==> src/rtl/man_tx_ctrl.sv <==
// Frame sequencer feeding a Manchester encoder: SOF, bytes LSB-first each
// followed by an odd-parity bit, then EOF. Every bit is held for one ETU.
module man_tx_ctrl #(
  parameter int ETU_CLKS = 32
) (
  input  logic       clk,
  input  logic       rst,
  input  logic       tx_start,
  input  logic       in_valid,
  input  logic [7:0] in_byte,
  input  logic       in_last,
  output logic       in_ready,
  output logic       man_enable,
  output logic       man_data,
  output logic       busy,
  output logic       done,
  output logic       err
);

  localparam int CW = (ETU_CLKS > 1) ? $clog2(ETU_CLKS) : 1;
  localparam logic [CW-1:0] ETU_LAST = CW'(ETU_CLKS - 1);

  typedef enum logic [2:0] {
    S_IDLE   = 3'd0,
    S_SOF    = 3'd1,
    S_DATA   = 3'd2,
    S_PARITY = 3'd3,
    S_EOF    = 3'd4
  } state_t;

  function automatic logic odd_parity(input logic [7:0] b);
    return ~^b;
  endfunction

  state_t          state_q, state_d;
  logic [CW-1:0]   etu_q, etu_d;
  logic [2:0]      idx_q, idx_d;
  logic [7:0]      byte_q, byte_d;
  logic            last_q, last_d;
  logic            in_ready_q, in_ready_d;
  logic            man_enable_q, man_enable_d;
  logic            man_data_q, man_data_d;
  logic            busy_q, busy_d;
  logic            done_q, done_d;
  logic            err_q, err_d;
  logic            etu_end_s;
  logic            accept_s;

  assign etu_end_s = (etu_q == ETU_LAST);
  // in_ready_q is already the handshake qualifier for the current cycle
  assign accept_s  = in_ready_q & in_valid;

  // Next-state logic, plus outputs decoded from the next state so they leave flops
  always_comb begin
    state_d = state_q;
    etu_d   = etu_end_s ? '0 : etu_q + 1'b1;
    idx_d   = idx_q;
    byte_d  = byte_q;
    last_d  = last_q;
    done_d  = 1'b0;
    err_d   = 1'b0;

    case (state_q)
      S_IDLE: begin
        etu_d = '0;
        idx_d = 3'd0;
        if (tx_start) begin
          state_d = S_SOF;
        end else begin
          state_d = S_IDLE;
        end
      end
      S_SOF, S_PARITY: begin
        if (!etu_end_s) begin
          state_d = state_q;
        end else if (state_q == S_PARITY && last_q) begin
          state_d = S_EOF;
        end else if (accept_s) begin
          state_d = S_DATA;
          byte_d  = in_byte;
          last_d  = in_last;
          idx_d   = 3'd0;
        end else begin
          state_d = S_IDLE;
          err_d   = 1'b1;
        end
      end
      S_DATA: begin
        if (!etu_end_s) begin
          state_d = S_DATA;
        end else if (idx_q == 3'd7) begin
          state_d = S_PARITY;
        end else begin
          idx_d = idx_q + 3'd1;
        end
      end
      S_EOF: begin
        if (etu_end_s) begin
          state_d = S_IDLE;
          done_d  = 1'b1;
        end else begin
          state_d = S_EOF;
        end
      end
      default: begin
        state_d = S_IDLE;
        etu_d   = '0;
      end
    endcase

    if (state_d == S_IDLE) begin
      etu_d = '0;
    end else begin
      etu_d = etu_d;
    end

    busy_d       = (state_d != S_IDLE);
    man_enable_d = (state_d inside {S_SOF, S_DATA, S_PARITY});
    case (state_d)
      S_SOF:    man_data_d = 1'b1;
      S_DATA:   man_data_d = byte_d[idx_d];
      S_PARITY: man_data_d = odd_parity(byte_d);
      default:  man_data_d = 1'b0;
    endcase
    in_ready_d = (etu_d == ETU_LAST) &&
                 ((state_d == S_SOF) || (state_d == S_PARITY && !last_d));
  end

  // State and output registers with synchronous reset
  always_ff @(posedge clk) begin
    if (rst) begin
      state_q      <= S_IDLE;
      etu_q        <= '0;
      idx_q        <= 3'd0;
      byte_q       <= 8'd0;
      last_q       <= 1'b0;
      in_ready_q   <= 1'b0;
      man_enable_q <= 1'b0;
      man_data_q   <= 1'b0;
      busy_q       <= 1'b0;
      done_q       <= 1'b0;
      err_q        <= 1'b0;
    end else begin
      state_q      <= state_d;
      etu_q        <= etu_d;
      idx_q        <= idx_d;
      byte_q       <= byte_d;
      last_q       <= last_d;
      in_ready_q   <= in_ready_d;
      man_enable_q <= man_enable_d;
      man_data_q   <= man_data_d;
      busy_q       <= busy_d;
      done_q       <= done_d;
      err_q        <= err_d;
    end
  end

  assign in_ready   = in_ready_q;
  assign man_enable = man_enable_q;
  assign man_data   = man_data_q;
  assign busy       = busy_q;
  assign done       = done_q;
  assign err        = err_q;

endmodule

==> config.mk <==
export PLATFORM = sky130hd
export DESIGN_NAME = man_tx_ctrl
export DESIGN_NICKNAME = d
export VERILOG_FILES = /design/src/rtl/man_tx_ctrl.sv
export SDC_FILE = /design/constraint.sdc
export NUM_CORES = 1
export LEC_CHECK = 0
export BUFFER_PORTS_ARGS = -buffer_cell sky130_fd_sc_hd__buf_2
export CAP_MARGIN = 10
export CORE_ASPECT_RATIO = 0.6
export CORE_UTILIZATION = 40
export DETAILED_ROUTE_END_ITERATION = 10
export GPL_TIMING_DRIVEN = 0
export MAX_ROUTING_LAYER = met4
export PLACE_DENSITY = 0.69
export SYNTH_ARGS = -nofsm -noshare
export SYNTH_HDL_FRONTEND = slang
export SYNTH_SLANG_ARGS = --single-unit
==> constraint.sdc <==
create_clock -name clk -period 5.2 [get_ports clk]
set_clock_uncertainty 0.1 [all_clocks]
set_input_delay 0.78 -clock clk [delete_from_list [all_inputs] [get_ports clk]]
set_output_delay 0.78 -clock clk [all_outputs]
set_load 0.02 [all_outputs]
# == Word level (Yosys, flattened, before mapping) ==
# Index checks and enable logic that the tools add are counted.
# word_totals
elab_cells,72
in_bits,13
ff_bits,26
# op_classes
reduce_logical,14
n_bitwise,4
eq_ne,10
n_mux,30
addsub,2
magnitude_cmp,1
# op_table
cell,n
8-bit two-way mux,4
3-bit two-way mux,10
5-bit two-way mux,3
"3-bit by 2-bit == test with 1-bit output, second input constant",4
3-bit case mux with 4 select lines,1
"5-bit == test, second input constant",2
3-bit case mux with 3 select lines,1
1-bit two-way mux,8
4-bit OR reduction,2
8-bit XNOR reduction,1
"3-bit by 1-bit == test with 1-bit output, second input constant",2
"3-bit == test, second input constant",2
3-bit logical NOT,2
3-bit nonzero test,2
"5-bit by 1-bit adder with 5-bit output, second input constant",1
"3-bit by 4-bit < comparator with 1-bit output, second input constant",1
2-bit OR reduction,2
"3-bit by 1-bit adder with 3-bit output, second input constant",1
1-bit binary-select mux with 3-bit select,1
1-bit logical AND,3
1-bit inverter,3
1-bit case mux with 3 select lines,1
2-bit two-way mux,1
1-bit AND,1
2 further kinds,2

# == Longest topological paths before layout ==
# depth
ltp_word,9
ltp_mapped,9
mapped_depth_nobuf,9

# == Worst setup path before layout ==
# Ideal clock, no wire load.
# synth_path
kind,flip-flop to flip-flop
from,register etu_q[0]
to,register man_data_q (netlist: man_data)
arrival_time_ps,2104
setup_ps,129
required_ps,4971
path_stages_with_launch,10
synth_period_minus_slack_ps,2333
path_slack_ps,2867
n_path_buf,0
cell_sequence,dfxtp_1 -> ha_1 -> and3_1 -> ha_1 -> a21boi_0 -> mux2i_1 -> nand3_1 -> mux2i_1 -> a22oi_1 -> o211ai_1
# synth_via
elab_chain_len,6
elab_cells_between_ends,17
# synth_lines
element,line_no,rtl
from (decl),36,"logic [CW-1:0] etu_q, etu_d;"
from (signal assigned),145,etu_q <= etu_d;
5-bit == test (*),49,assign etu_end_s = (etu_q == ETU_LAST);
"3-bit two-way mux, or another cell as far along",89,if (!etu_end_s) begin
3-bit case mux with 3 select lines / 8-bit two-way mux (equally long branches),63,case (state_q)
1-bit binary-select mux with 3-bit select,121,S_DATA: man_data_d = byte_d[idx_d];
1-bit two-way mux (implied by the code),121,
1-bit case mux with 3 select lines (*),119,case (state_d)
to (signal assigned),151,man_data_q <= man_data_d;
to (decl),42,"logic man_data_q, man_data_d;"
# Mark *: on every way between the ends. The rest lies on a longest branch, timed or not. The select of a mux whose other input is x is not followed.
# A chain may end at the register's enable or synchronous reset.

# == Worst setup path in the final report ==
# Ends and elaborated chain as after synthesis.

==> impl_metrics.ini <==
[synth]
synth_cell_types = 45
synth_ff_type = dfxtp_1
synth_nets = 169
syn-instance-count = 152
synthArstFlopShare = 0
synth_edf_count = 0
ys_warn_count = 0
yosysTopAreaCellShare = 0.368
ys_seq_area_frac = 0.368
avgSynthCellArea_sq_um = 9.31
ys_ff_latch = 26
synth_area_leaders = dfxtp_1, mux2i_1, xnor2_1, nor2_1, ha_1
synth_top_area_cell = dfxtp_1
synth_area_sq_mm = 0.00142

[worst_setup_path]
critical_path.max_fanout = 8
required_ns = 5.25
r2r_end = man_data
r2r_cells = 9
path_class = reg2reg
ff2ff_setup_slack_ns = 2.45
end_kind = flip-flop
r2r_start = etu_q[0]
endpoint = man_data
start_kind = flip-flop
crit_start = etu_q[0]
crit_arrival_ns = 2.81

[floorplanning]
chipHeight_um = 48.1
dieArea_sq_mm = 0.00379
core-area_sq_mm = 0.00332
ios = 19
die_w_um = 78.8
initial_core_util = 0.426
fp-row-count = 16

[power_and_ir_drop]
p_per_area_mw_per_mm2 = 248
vdd_drop_max_uv = 114
power_leakage_nw = 0.656

[timing]
slew_headroom = 0.661
tns_ns = 0
setup_slack_ns = 2.45
finalHoldViolCount = 0
min_period_ns = 2.75
slew_viol_final = 0
max_freq_mhz = 363
period_share = 0.529
setup_violations = 0
rsz0062_at_grt = no
tightest_slew_ns = 0.505
timing.hold.ws_ns = 0.386

[global_route]
grt_use_met2 = 0.278
antenna_found_initial = 0
grt_pass1_vias = 1069
overflow = 0
grt_pass1_wl_um = 4930
grt_max_degree = 16
grt_use_met3 = 0.0438
grt.busiest_layer = met2
met1_usage = 0.243
grt.total_usage = 0.180

[drt]
drt_pass1_iterations = 4
antenna_left = 0
route.detailed.drc = 0
drt-total-wl_um = 3080
drt_iter0_markers = 38
wire_per_inst_um = 14.1
vias_per_cell = 5.32
via_count = 1166

[final_layout]
fin_util = 0.491
final_net_count = 192
num_antenna_cells = 0
area_growth_syn_to_layout_pct = 15.4
final_area_sq_mm = 0.00163
final_layout_size_suffix_gt1_frac = 0.190

[run]
maxCapViolCount = 0

[cts]
ctsHoldBuffers = 0
cts_tree = yes
insertion_delay_ns = 0.27
clock_sinks = 26
numCtsBuffers = 3
post_cts_buffers = 0
cts_root_buffer = clkbuf_8
cts_max_level = 1
path_clk_slew_ns = 0.09
cts-resized-gates = 0
clock_path_buffers = 2

[hold_path]
hold_path_class = reg2reg

[placed_design]
pre_cts_ws_ns = 2.48
hpwl_um = 2410
place_congestion = 0.840
placed_cell_area_sq_mm = 0.00156
io_buffers = 18

[status]
outcome = finished, final reports clean
## cell usage after synthesis (2+ instances only)
cell      instances
nand3b_1          2
and4b_1           2
nor2b_1           4
nor3_1            3
clkbuf_1          2
nor2_1           20
xnor2_1          12
ha_1              4
a22oi_1           2
nor3b_1           2
and3_1            3
mux2i_1          14
o211ai_1          2
nand2_1           7
a31oi_1           2
dfxtp_1          26
xor2_1            5
nand3_1           9
inv_1             2
a21oi_1           2
and2_1            3
## registers in the layout, summed over array words and instances, names as in the netlist
| name | count |
|---|---|
| in_ready | 1 |
| busy | 1 |
| etu_q | 5 |
| err | 1 |
| state_q | 3 |
| last_q | 1 |
| man_enable | 1 |
| done | 1 |
| byte_q | 8 |
| man_data | 1 |
| idx_q | 3 |
## placed cells by master (no fill, tap or decap), types with 2 or more instances in the layout
master,synthesis,final
ha_1,4,4
a31oi_1,2,2
xor2_1,5,5
nor3_1,3,3
nand3_1,9,9
a22oi_1,2,2
clkbuf_1,2,2
nor3b_1,2,2
dfxtp_1,26,26
nor2b_1,4,4
mux2i_1,14,14
nand3b_1,2,2
xnor2_1,12,12
buf_2,1,19
nor2_1,20,20
and4b_1,2,2
and3_1,3,3
o211ai_1,2,2
and2_1,3,3
nand2_1,7,7
inv_1,2,2
clkbuf_8,0,3
a21oi_1,2,2
## worst min-delay path by stage
stage / start / end / slack [ns] / depth (start not counted)
6_report: etu_q[0] / etu_q[0] / 0.39 / 1
5_1_grt: etu_q[0] / etu_q[0] / 0.43 / 1
2_1_floorplan: etu_q[0] / etu_q[0] / 0.33 / 1
3_5_place_dp: etu_q[0] / etu_q[0] / 0.36 / 1
3_3_place_gp: etu_q[0] / etu_q[0] / 0.35 / 1
4_1_cts: etu_q[0] / etu_q[0] / 0.39 / 1
## final cells by class
cell class	count	area, sq um
Buffer	5	31.3
Clock buffer	3	41.3
Clock inverter	1	30.0
Multi-Input combinational cell	119	856
Sequential cell	26	520
Timing Repair Buffer	18	90.1
Inverter	2	7.51
Fill cell	321	1690
Tap cell	45	56.3
## cell families after synthesis
group | synth area share
xor gates and xnor gates | 0.105
adders and majority gates | 0.0354
DFF | 0.368
and+or+nand+nor | 0.261
buffers and inverters | 0.0274
muxes | 0.0990
AOI/OAI and AO/OA | 0.104
## metrics by stage
step	std cells	total power, W
finish	219	0.000405
global route	219	0.000420
CTS	219	0.000408
detailed placement	215	0.000243
global placement	215	0.000242
floorplan	152	0.000230
## per-layer routing
layer	vias to the layer above	wire, um
met3	2	147
met2	33	1290
met4	0	19
li1	583	-
met5	-	0
met1	548	1620
## where the power goes
| group | leakage, nW | internal [W] | total, W | switching, W |
|---|---|---|---|---|
| registers | 0.211 | 0.000202 | 0.000203 | 0.00000182 |
| clock network | 0.0357 | 0.000103 | 0.000166 | 0.0000631 |
| logic | 0.410 | 0.0000155 | 0.0000351 | 0.0000196 |
## worst max-delay path, stage by stage, from the launching register on
cell      delay [ns]
dfxtp_1         0.39
ha_1            0.20
and3_1          0.20
ha_1            0.33
a21boi_0        0.44
mux2i_1         0.28
nand3_1         0.23
mux2i_1         0.18
a22oi_1         0.17
o211ai_1        0.11
Note: power is estimated with default switching activity, not from simulation.
